--- src/rtl/display_scan_controller.sv ---
// Time-multiplexed 4-digit common-anode scan controller with frame-synchronous value loading.
// Optional build macro: LEADING_ZERO_BLANK_EN (blank leading zero digits 3..1).
//
// state     | meaning
// ----------+-----------------------------------------------------------
// PH_DEAD   | all digits off while the decoder settles on the new nibble
// PH_DRIVE  | current digit enabled, decoder output registered to pins
module display_scan_controller #(
    parameter int SCAN_DIV    = 1000,
    parameter int DEAD_CYCLES = 4
) (
    input  logic        clk,
    input  logic        rst,
    input  logic        Load_req,
    input  logic [15:0] Load_data,
    output logic        Load_ack,
    input  logic        Blank,
    output logic [3:0]  Dec_code,
    input  logic [6:0]  Dec_seg,
    output logic [6:0]  Seg_out,
    output logic [3:0]  Digit_en,
    output logic        Frame_done
);

    localparam int MAX_DIV = (SCAN_DIV > DEAD_CYCLES) ? SCAN_DIV : DEAD_CYCLES;
    localparam int CNT_W   = (MAX_DIV > 1) ? $clog2(MAX_DIV) : 1;

    localparam logic [CNT_W-1:0] DRIVE_LAST = CNT_W'(SCAN_DIV - 1);
    localparam logic [CNT_W-1:0] DEAD_LAST  = CNT_W'(DEAD_CYCLES - 1);

    localparam logic [0:0] PH_DEAD  = 1'b0;
    localparam logic [0:0] PH_DRIVE = 1'b1;

    logic [0:0]       phase;
    logic [1:0]       digit;
    logic [CNT_W-1:0] cnt;
    logic [15:0]      active;
    logic [15:0]      pending;
    logic             pend_valid;

    logic phase_end;
    logic frame_end;
    logic accept;
    logic lz_blank;
    logic drive_on;

    assign phase_end = (phase == PH_DEAD) ? (cnt == DEAD_LAST) : (cnt == DRIVE_LAST);
    assign frame_end = (phase == PH_DRIVE) && (cnt == DRIVE_LAST) && (digit == 2'd3);
    assign accept    = Load_req && !pend_valid;

    // Only changes when digit or active changes, i.e. on entry to DEAD.
    assign Dec_code = active[{digit, 2'b00} +: 4];

`ifdef LEADING_ZERO_BLANK_EN
    always_comb begin
        lz_blank = 1'b0;
        case (digit)
            2'd3:    lz_blank = (active[15:12] == 4'h0);
            2'd2:    lz_blank = (active[15:8] == 8'h00);
            2'd1:    lz_blank = (active[15:4] == 12'h000);
            default: lz_blank = 1'b0;
        endcase
    end
`else
    assign lz_blank = 1'b0;
`endif

    assign drive_on = (phase == PH_DRIVE) && !Blank && !lz_blank;

    always_ff @(posedge clk) begin
        if (rst) begin
            phase      <= PH_DEAD;
            digit      <= 2'd0;
            cnt        <= '0;
            active     <= 16'h0000;
            pending    <= 16'h0000;
            pend_valid <= 1'b0;
            Load_ack   <= 1'b0;
            Frame_done <= 1'b0;
            Seg_out    <= 7'h7F;
            Digit_en   <= 4'hF;
        end else begin
            Load_ack   <= accept;
            Frame_done <= frame_end;

            if (drive_on) begin
                Seg_out  <= Dec_seg;
                Digit_en <= ~(4'b0001 << digit);
            end else begin
                Seg_out  <= 7'h7F;
                Digit_en <= 4'hF;
            end

            if (phase_end) begin
                cnt <= '0;
                if (phase == PH_DRIVE) begin
                    phase <= PH_DEAD;
                    digit <= digit + 2'd1;
                end else begin
                    phase <= PH_DRIVE;
                end
            end else begin
                cnt <= cnt + 1'b1;
            end

            // Boundary transfer and accept are mutually exclusive: accept needs valid low.
            if (frame_end && pend_valid) begin
                active     <= pending;
                pend_valid <= 1'b0;
            end else if (accept) begin
                pending    <= Load_data;
                pend_valid <= 1'b1;
            end
        end
    end

endmodule

--- config.mk ---
export PLATFORM = sky130hd
export DESIGN_NAME = display_scan_controller
export DESIGN_NICKNAME = d
export VERILOG_FILES = /design/src/rtl/display_scan_controller.sv
export SDC_FILE = /design/constraint.sdc
export NUM_CORES = 1
export LEC_CHECK = 0
export CAP_MARGIN = 20
export CORE_MARGIN = 10
export CORE_UTILIZATION = 41
export CTS_BUF_LIST = sky130_fd_sc_hd__clkbuf_2
export DETAILED_ROUTE_END_ITERATION = 6
export GPL_TIMING_DRIVEN = 0
export PLACE_DENSITY = 0.66
export SLEW_MARGIN = 10
export SYNTH_ARGS = -nofsm -noshare
export SYNTH_HDL_FRONTEND = slang
export SYNTH_SLANG_ARGS = --single-unit
--- constraint.sdc ---
create_clock -name clk -period 3.2 [get_ports clk]
set_input_delay 0.64 -clock clk [delete_from_list [all_inputs] [get_ports clk]]
set_output_delay 0.64 -clock clk [all_outputs]
set_load 0.05 [all_outputs]
==> flow_metrics.env, run 1 <==
export IMPL_worstSetupStartpointType="register"
export IMPL_path_clk_slew_ns=0.15
export IMPL_arrival_ns=2.36
export IMPL_io_pins=44
export IMPL_p_seq_share_pct=62.8
export IMPL_max_freq_mhz=334
export IMPL_worst_path_buf_inv=2
export IMPL_coreArea_um2=5240
export IMPL_yosys_warnings=0
export IMPL_synth_nets=283
export IMPL_sw_frac_of_total_pct=25.3
export IMPL_hpwl_mm=3.49
export IMPL_grt_max_degree=11
export IMPL_die_y_um=94.2
export IMPL_worst_path_max_fanout=6
export IMPL_antenna_found_initial=0
export IMPL_ys_seq_area_share_pct=52.3
export IMPL_synth_top_area_share_pct=52.3
export IMPL_critPathTopFamily="buffers and inverters"
export IMPL_pwr_density_cell_nw_per_um2=428
export IMPL_final_nets=337
export IMPL_internal_power_uw=913
export IMPL_filler_cell_count=507
export IMPL_crit_path_max_incr_delay_ns=0.72
export IMPL_grt_pass1_wl_mm=8.16
export IMPL_synth_edf_count=0
export IMPL_rows=26
export IMPL_maxCapViolCount=0
export IMPL_start_util_pct=43.1
export IMPL_wl_per_cell_um=12.8
export IMPL_avgSynthCellArea_um2=9.00
export IMPL_cts_max_level=3
export IMPL_netlist_instances=251
export IMPL_wl_met1_mm=2.35
export IMPL_cp_slowest_cell="clkdlybuf4s50_1"
export IMPL_drive_gt1_share_pct=12.3
export IMPL_switching_power_uw=309
export IMPL_viasPerCell=4.72
export IMPL_setup_viol=0
export IMPL_combPwrFrac_pct=8.5
export IMPL_leakagePower_uw=0.000999
export IMPL_instances_no_fill=380
export IMPL_fin_crit_sh_pct=93.6
export IMPL_place_inst=364
export IMPL_n_antenna_cell=0
export IMPL_cts_root_buf="clkbuf_2"
export IMPL_crit_path_cell_trace="clkbuf_2 > mux4_2 > clkdlybuf4s50_1"
export IMPL_worst_ir_drop_vdd_mv=0.161
export IMPL_period_minus_slack_ns=3.00
export IMPL_tns_ns=0
export IMPL_track_usage_pct=11.9
export IMPL_top_layer="met4"
export IMPL_crit_path_end_kind="output pin"
export IMPL_final_common_cell="nand2_1"
export IMPL_relSlewSlack_pct=60.2
export IMPL_synthFlopType="dfxtp_1"
export IMPL_layout_common_cells="77 x nand2_1, 59 x dfxtp_1, 43 x clkdlybuf4s50_1, 24 x a21oi_1, 13 x clkbuf_2"
export IMPL_hold_path_class="reg -> reg"
export IMPL_ant_nets=0
export IMPL_post_cts_buffers=0
export IMPL_synth_top_cell_by_area="dfxtp_1"
export IMPL_synth_area_top_cells="dfxtp_1 52%, nand2_1 13%, a21oi_1 5.3%, mux4_2 4.0%, a21oi_2 3.9%"
export IMPL_grt_setup_unrepaired="false"
export IMPL_hold_viol_final=0
export IMPL_async_flop_share_pct=0
export IMPL_drt_first_pass_iters=4
export IMPL_grt_pass1_vias=1703
export IMPL_cts_hold_buf=0
export IMPL_clock_latency_ns=0.46
export IMPL_drc=0
export IMPL_cts_tree="yes"
export IMPL_cts_made_buffers=9
export IMPL_clockBufferDepth=2
export IMPL_clockPowerShare_pct=28.7
export IMPL_die_area_um2=8880
export IMPL_drt_initial_drc_count=107
export IMPL_tightest_slew_ns=0.597
export IMPL_required_ns=2.56
export IMPL_vias=1792
export IMPL_gp_congestion=0.768
export IMPL_ys_types=29
export IMPL_cts_sinks=59
export IMPL_finalMaxSlewViolations=0
export IMPL_wirelength_mm=4.87
export IMPL_portBuffers=43
export IMPL_clock_skew_ns=0.0224
export IMPL_run_status="complete, no violations"
export IMPL_dr_wl_met3_um=311
export IMPL_routed_wl_met2_mm=2.14
export IMPL_syn_cell_area_um2=2260
export IMPL_critPathKind="reg -> out"
export IMPL_die_w_um=94.2
export IMPL_grt_ovfl_total=0
export IMPL_area_delta_synth_final_pct=26.4
export IMPL_ys_ff_latch=59
-- cells by family after synthesis --
group / after synthesis / synth area share (%)
AND/OR/NAND/NOR: 122 / 24.4
adder cells (fa/ha/maj): 5 / 2.77
AO/OA/AOI/OAI: 35 / 9.58
XOR/XNOR: 9 / 3.49
buffers and inverters: 17 / 3.54
multiplexers: 4 / 3.99
flip-flops: 59 / 52.3
-- timing repair --
item | 4_1_cts | 5_1_grt
setup endpoints to repair | 4 | 0
resized for setup | 1 | 0
hold endpoints to repair | 0 | 0
-- flip-flops by register name, indices dropped and copies added (netlist names) --
name,count
pend_valid,1
pending,16
digit,2
Digit_en,4
Seg_out,7
cnt,10
Frame_done,1
phase,1
Load_ack,1
active,16
-- cell usage after synthesis, types with 3 or more instances --
| cell type | count |
|---|---|
| nand2b_1 | 8 |
| nor3b_1 | 3 |
| nor3_1 | 12 |
| inv_1 | 3 |
| a21oi_1 | 24 |
| dfxtp_1 | 59 |
| ha_1 | 5 |
| nand3_1 | 3 |
| nand2_1 | 77 |
| buf_2 | 4 |
| xnor2_1 | 8 |
| nor2_1 | 8 |
| a21oi_2 | 10 |
| mux4_2 | 4 |
| clkbuf_1 | 7 |
-- stage by stage --
stage	total power (uW)	hold WS (ns)	area, um2	utilization [%]	setup WS [ns]
detailed placement	888	0.446	2780	53.0	0.502
CTS	1240	0.464	2860	54.5	0.146
floorplan	835	0.429	2260	-	1.21
global placement	887	0.439	2780	53.0	0.525
global route	1300	0.481	2860	54.5	0.0612
finish	1220	0.457	2860	54.5	0.204
-- worst paths after layout --
| path | from | endpoint | slack [ns] | depth (start not counted) |
|---|---|---|---|---|
| worst min-delay path | pending[3]$_SDFFE_PP0P_ | active[3]$_SDFFE_PP0P_ | 0.46 | 2 |
| worst max-delay path | digit[0]$_SDFFE_PP0P_ | Dec_code[3] | 0.20 | 3 |
| worst max register to register | cnt[0]$_SDFF_PP0_ | active[12]$_SDFFE_PP0P_ | 1.41 | 6 |
| worst min register to register | pending[3]$_SDFFE_PP0P_ | active[3]$_SDFFE_PP0P_ | 0.46 | 2 |
-- metal layers --
| metal | track usage (%) | vias up |
|---|---|---|
| li1 | - | 937 |
| met1 | 14.8 | 805 |
| met2 | 17.1 | 42 |
| met3 | 4.32 | 8 |
| met4 | 6.96 | 0 |
| met5 | 0 | - |
-- power groups by stage --
stage	Sequential [uW]	Clock (uW)	Combinational [uW]
detailed placement	783	0	105
finish	767	351	104
CTS	767	371	106
global placement	783	0	104
floorplan	787	0	48.7
global route	770	409	116
-- worst register-to-register path, stage by stage (launching register included) --
cell,delay (ns)
dfxtp_1,0.40
ha_1,0.26
nor3b_2,0.28
nand4_1,0.30
buf_2,0.29
nand2_1,0.10
a21oi_2,0.05
-- final cells by class --
type	instances	area [um2]	share of cell area, %
sequential	59	1180	41.3
timing repair buffer	43	430	15.1
clock inverter	4	17.5	0.613
multi-input combinational	175	998	35.0
buffer	14	70.1	2.45
tap	70	87.6	3.07
inverter	3	11.3	0.394
clock buffer	12	60.1	2.10
Note: power is estimated with default switching activity, not from simulation.
==> run 2: changes to the inputs <==
==> constraint.sdc (replaced) <==
create_clock -name clk -period 3.03 [get_ports clk]
set_input_delay 0.606 -clock clk [delete_from_list [all_inputs] [get_ports clk]]
set_output_delay 0.606 -clock clk [all_outputs]
set_load 0.05 [all_outputs]
==> flow_metrics.env, run 2 (synthesis gave the netlist of run 1 again) <==
export IMPL_run_status="complete, no violations"
export IMPL_crit_path_cell_trace="clkbuf_2 > mux4_2 > dlymetal6s2s_1"
export IMPL_hpwl_mm=3.49
export IMPL_cts_root_buf="clkbuf_2"
export IMPL_leakagePower_uw=0.00107
export IMPL_die_w_um=94.2
export IMPL_final_common_cell="nand2_1"
export IMPL_grt_pass1_vias=1703
export IMPL_tightest_slew_ns=0.584
export IMPL_start_util_pct=43.1
export IMPL_viasPerCell=4.71
export IMPL_required_ns=2.42
export IMPL_clockBufferDepth=2
export IMPL_ant_nets=0
export IMPL_track_usage_pct=11.9
export IMPL_place_ws_ns=0.366
export IMPL_finalMaxSlewViolations=0
export IMPL_hold_path_class="reg -> reg"
export IMPL_layout_common_cells="77 x nand2_1, 59 x dfxtp_1, 39 x clkdlybuf4s50_1, 24 x a21oi_1, 13 x clkbuf_2"
export IMPL_maxCapViolCount=0
export IMPL_final_nets=337
export IMPL_fin_crit_sh_pct=84.7
export IMPL_grt_max_degree=11
export IMPL_instances_no_fill=380
export IMPL_die_area_um2=8880
export IMPL_io_pins=44
export IMPL_cts_hold_buf=0
export IMPL_clock_skew_ns=0.0227
export IMPL_worst_path_max_fanout=6
export IMPL_crit_path_max_incr_delay_ns=0.55
export IMPL_cts_max_level=3
export IMPL_portBuffers=43
export IMPL_critPathTopFamily="buffers and inverters"
export IMPL_hold_viol_final=0
export IMPL_drt_first_pass_iters=4
export IMPL_wl_per_cell_um=12.9
export IMPL_grt_pass1_wl_mm=8.16
export IMPL_drive_gt1_share_pct=12.3
export IMPL_cp_slowest_cell="mux4_2"
export IMPL_design_area_um2=2870
export IMPL_drt_initial_drc_count=101
export IMPL_setup_viol=0
export IMPL_place_area_um2=2780
export IMPL_gp_congestion=0.768
export IMPL_crit_path_end_kind="output pin"
export IMPL_grt_ovfl_total=0
export IMPL_relSlewSlack_pct=61.1
export IMPL_antenna_found_initial=0
export IMPL_path_clk_slew_ns=0.15
export IMPL_worstSetupStartpointType="register"
export IMPL_area_delta_synth_final_pct=26.9
export IMPL_arrival_ns=1.96
export IMPL_worst_ir_drop_vdd_mv=0.170
export IMPL_pwr_density_cell_nw_per_um2=450
export IMPL_n_antenna_cell=0
export IMPL_rows=26
export IMPL_setup_slack_ns=0.465
export IMPL_grt_setup_unrepaired="false"
export IMPL_fin_util_pct=54.7
export IMPL_top_regs="active: 16 flops, pending: 16 flops, cnt: 10 flops"
export IMPL_tns_ns=0
export IMPL_worst_path_buf_inv=2
export IMPL_place_inst=364
export IMPL_clock_latency_ns=0.45
export IMPL_cts_made_buffers=9
export IMPL_filler_cell_count=506
export IMPL_max_freq_mhz=390
export IMPL_die_y_um=94.2
export IMPL_period_minus_slack_ns=2.57
export IMPL_wirelength_mm=4.89
export IMPL_critPathKind="reg -> out"
export IMPL_drc=0
export IMPL_cts_tree="yes"
export IMPL_cts_sinks=59
export IMPL_coreArea_um2=5240
export IMPL_vias=1791
run 2: changes by cell type in the layout (fill, tap and decap cells not counted), sizes merged:
cell           change
dlymetal6s2s       +4
clkdlybuf4s50      -4
run 2: worst paths after layout:
check / slack (ns) / startpoint / depth (start not counted) / endpoint
max: 0.46 / digit[0]$_SDFFE_PP0P_ / 3 / Dec_code[3]
min: 0.46 / pending[3]$_SDFFE_PP0P_ / 2 / active[3]$_SDFFE_PP0P_
max reg2reg: 1.25 / cnt[0]$_SDFF_PP0_ / 6 / active[12]$_SDFFE_PP0P_
min reg2reg: 0.46 / pending[3]$_SDFFE_PP0P_ / 2 / active[3]$_SDFFE_PP0P_
run 2: area by class of cell:
type	instances	area, um2	share of cell area (%)
multi-input cells	175	998	34.8
repair buffers	43	440	15.4
plain buffers	14	70.1	2.44
inverters	3	11.3	0.393
clock buffers	12	60.1	2.10
clock inverters	4	17.5	0.611
flip-flops and latches	59	1180	41.2
well taps	70	87.6	3.06
run 2: layer usage:
layer	part of all wire (%)	track usage (%)	up-vias
met5	0	0	-
met4	1.4	6.96	0
li1	-	-	936
met3	5.8	4.32	6
met1	49	14.8	807
met2	44	17.1	42
run 2: worst min-delay path: stages (launching register included):
cell and delay (ns):
dfxtp_1 0.34, nand2_1 0.05, a21oi_1 0.05
run 2: where the power goes:
group	switching [uW]	internal (uW)	leakage, uW	total (uW)
logic	53.5	55.8	0.000534	109
clock network	259	111	0.0000608	370
registers	13.4	797	0.000479	810
run 2: repair_timing:
action,in CTS,in global routing
buffers inserted,0,0
resized for setup,1,4
endpoints found under the hold margin,0,0
cloned,0,0
setup endpoints to repair,4,4
run 2: through the flow:
stage / total power [uW] / hold WS, ns
after CTS: 1310 / 0.464
final: 1290 / 0.458
after global routing: 1370 / 0.481
after detailed placement: 938 / 0.446
after global placement: 936 / 0.439
after floorplan: 882 / 0.429
==> run 3: changes to the inputs <==
--- a/config.mk
+++ b/config.mk
@@ -11,7 +11,7 @@
 export CTS_BUF_LIST = sky130_fd_sc_hd__clkbuf_2
 export DETAILED_ROUTE_END_ITERATION = 6
 export GPL_TIMING_DRIVEN = 0
-export PLACE_DENSITY = 0.66
+export PLACE_DENSITY = 0.68
 export SLEW_MARGIN = 10
 export SYNTH_ARGS = -nofsm -noshare
 export SYNTH_HDL_FRONTEND = slang
==> constraint.sdc (replaced) <==
create_clock -name clk -period 2.3 [get_ports clk]
set_input_delay 0.46 -clock clk [delete_from_list [all_inputs] [get_ports clk]]
set_output_delay 0.46 -clock clk [all_outputs]
set_load 0.05 [all_outputs]
==> flow_metrics.env, run 3 (synthesis gave the netlist of run 1 again) <==
export IMPL_setup_viol=0
export IMPL_track_usage_pct=11.7
export IMPL_grt_pass1_vias=1748
export IMPL_drc=0
export IMPL_io_pins=44
export IMPL_required_ns=1.84
export IMPL_drt_initial_drc_count=58
export IMPL_ff2ff_setup_slack_ns=0.51
export IMPL_hold_viol_final=0
export IMPL_wl_met1_mm=2.44
export IMPL_clock_skew_ns=0.0201
export IMPL_tightest_slew_ns=0.577
export IMPL_layout_common_cells="77 x nand2_1, 58 x dfxtp_1, 39 x clkdlybuf4s50_1, 24 x a21oi_1, 12 x nor3_1"
export IMPL_wl_per_cell_um=12.6
export IMPL_worst_ir_drop_vdd_mv=0.397
export IMPL_die_w_um=94.2
export IMPL_pwr_density_cell_nw_per_um2=670
export IMPL_r2r_end="active[13]$_SDFFE_PP0P_"
export IMPL_max_freq_mhz=456
export IMPL_hpwl_mm=3.48
export IMPL_viasPerCell=4.63
export IMPL_holdCritStartpoint="active[3]$_SDFFE_PP0P_"
export IMPL_grt_max_degree=12
export IMPL_worst_path_max_fanout=6
export IMPL_drt_first_pass_iters=4
export IMPL_post_cts_buffers=0
export IMPL_period_minus_slack_ns=2.19
export IMPL_clock_latency_ns=0.48
export IMPL_grt_ovfl_total=0
export IMPL_leakagePower_uw=0.00102
export IMPL_cts_max_level=3
export IMPL_cts_tree="yes"
export IMPL_final_nets=337
export IMPL_gp_congestion=0.780
export IMPL_cts_made_buffers=9
export IMPL_portBuffers=43
export IMPL_relSlewSlack_pct=61.6
export IMPL_area_delta_synth_final_pct=29.1
export IMPL_crit_path_end_kind="output pin"
export IMPL_fin_crit_sh_pct=95.3
export IMPL_hold_path_class="reg -> reg"
export IMPL_maxCapViolCount=0
export IMPL_ant_nets=0
export IMPL_final_common_cell="nand2_1"
export IMPL_cts_root_buf="clkbuf_2"
export IMPL_arrival_ns=1.73
export IMPL_cts_sinks=59
export IMPL_wirelength_mm=4.80
export IMPL_whs_endpoint="active[3]$_SDFFE_PP0P_"
export IMPL_worstSetupStartpointType="register"
export IMPL_finalMaxSlewViolations=0
export IMPL_drive_gt1_share_pct=14.5
export IMPL_coreArea_um2=5240
export IMPL_power_uw=1950
export IMPL_r2r_start="cnt[0]$_SDFF_PP0_"
export IMPL_r2r_cells=6
export IMPL_path_clk_slew_ns=0.16
export IMPL_cts_hold_buf=0
export IMPL_run_status="complete, no violations"
export IMPL_grt_setup_unrepaired="false"
export IMPL_grt_pass1_wl_mm=8.12
export IMPL_fin_util_pct=55.7
export IMPL_top_regs="active: 16 flops, pending: 16 flops, cnt: 10 flops"
export IMPL_critPathKind="reg -> out"
export IMPL_rows=26
export IMPL_dr_wl_met3_um=217
export IMPL_die_area_um2=8880
export IMPL_start_util_pct=43.1
export IMPL_clockBufferDepth=2
export IMPL_vias=1758
export IMPL_routed_wl_met2_mm=2.04
export IMPL_n_antenna_cell=0
export IMPL_die_y_um=94.2
export IMPL_top_layer="met4"
export IMPL_hold_depth=2
export IMPL_antenna_found_initial=0
export IMPL_filler_cell_count=515
[run 3: worst max-delay path by stage]
stage                          start     endpoint  slack, ns  depth (start not counted)
2_1_floorplan  digit[0]$_SDFFE_PP0P_  Dec_code[0]       0.49                          2
3_3_place_gp   digit[0]$_SDFFE_PP0P_  Dec_code[0]      -0.19                          3
3_5_place_dp   digit[0]$_SDFFE_PP0P_  Dec_code[0]      -0.21                          3
4_1_cts        digit[0]$_SDFFE_PP0P_  Dec_code[3]       0.01                          3
5_1_grt        digit[0]$_SDFFE_PP0P_  Dec_code[3]       0.02                          3
6_report       digit[0]$_SDFFE_PP0P_  Dec_code[0]       0.11                          3
[run 3: where the power goes]
part | internal (uW) | switching (uW) | total, uW
clock network | 355 | 387 | 742
logic | 73.6 | 70.5 | 144
registers | 1050 | 17.9 | 1070
total | 1480 | 475 | 1950
[run 3: area by class of cell]
cell class                 instances  area [um2]  area share, %
sequential                        59        1180           40.5
multi-input combinational        175         998           34.2
timing repair buffer              43         420           14.4
clock inverter                     7        92.6           3.17
tap                               70        87.6           3.00
buffer                            14        78.8           2.70
clock buffer                       9        45.0           1.54
inverter                           3        11.3          0.386
[run 3: per-stage QoR]
| step | hold slack, ns | TNS, ns | instances | instance area (um2) | setup slack, ns |
|---|---|---|---|---|---|
| 6_report | 0.458 | 0 | 380 | 2920 | 0.107 |
| 5_1_grt | 0.472 | 0 | 380 | 2920 | 0.0186 |
| 4_1_cts | 0.455 | 0 | 380 | 2920 | 0.0144 |
| 3_5_place_dp | 0.444 | -0.807 | 364 | 2780 | -0.209 |
| 3_3_place_gp | 0.438 | -0.743 | 364 | 2780 | -0.195 |
| 2_1_floorplan | 0.429 | 0 | 251 | 2260 | 0.492 |
[run 3: critical path, cell delays in order (launching register included)]
cell and delay (ns):
dfxtp_2 0.38, clkbuf_8 0.17, mux4_2 0.51, buf_4 0.21
[run 3: timing repair]
action / 4_1_cts / 5_1_grt
gates resized for setup: 27 / 1
endpoints found under the setup margin: 4 / 4
hold endpoints to repair: 0 / 0
[run 3: routing by layer]
metal	vias up	GRT usage, %
met4	0	8.10
li1	937	-
met1	776	14.8
met5	-	0
met2	37	16.8
met3	8	2.80
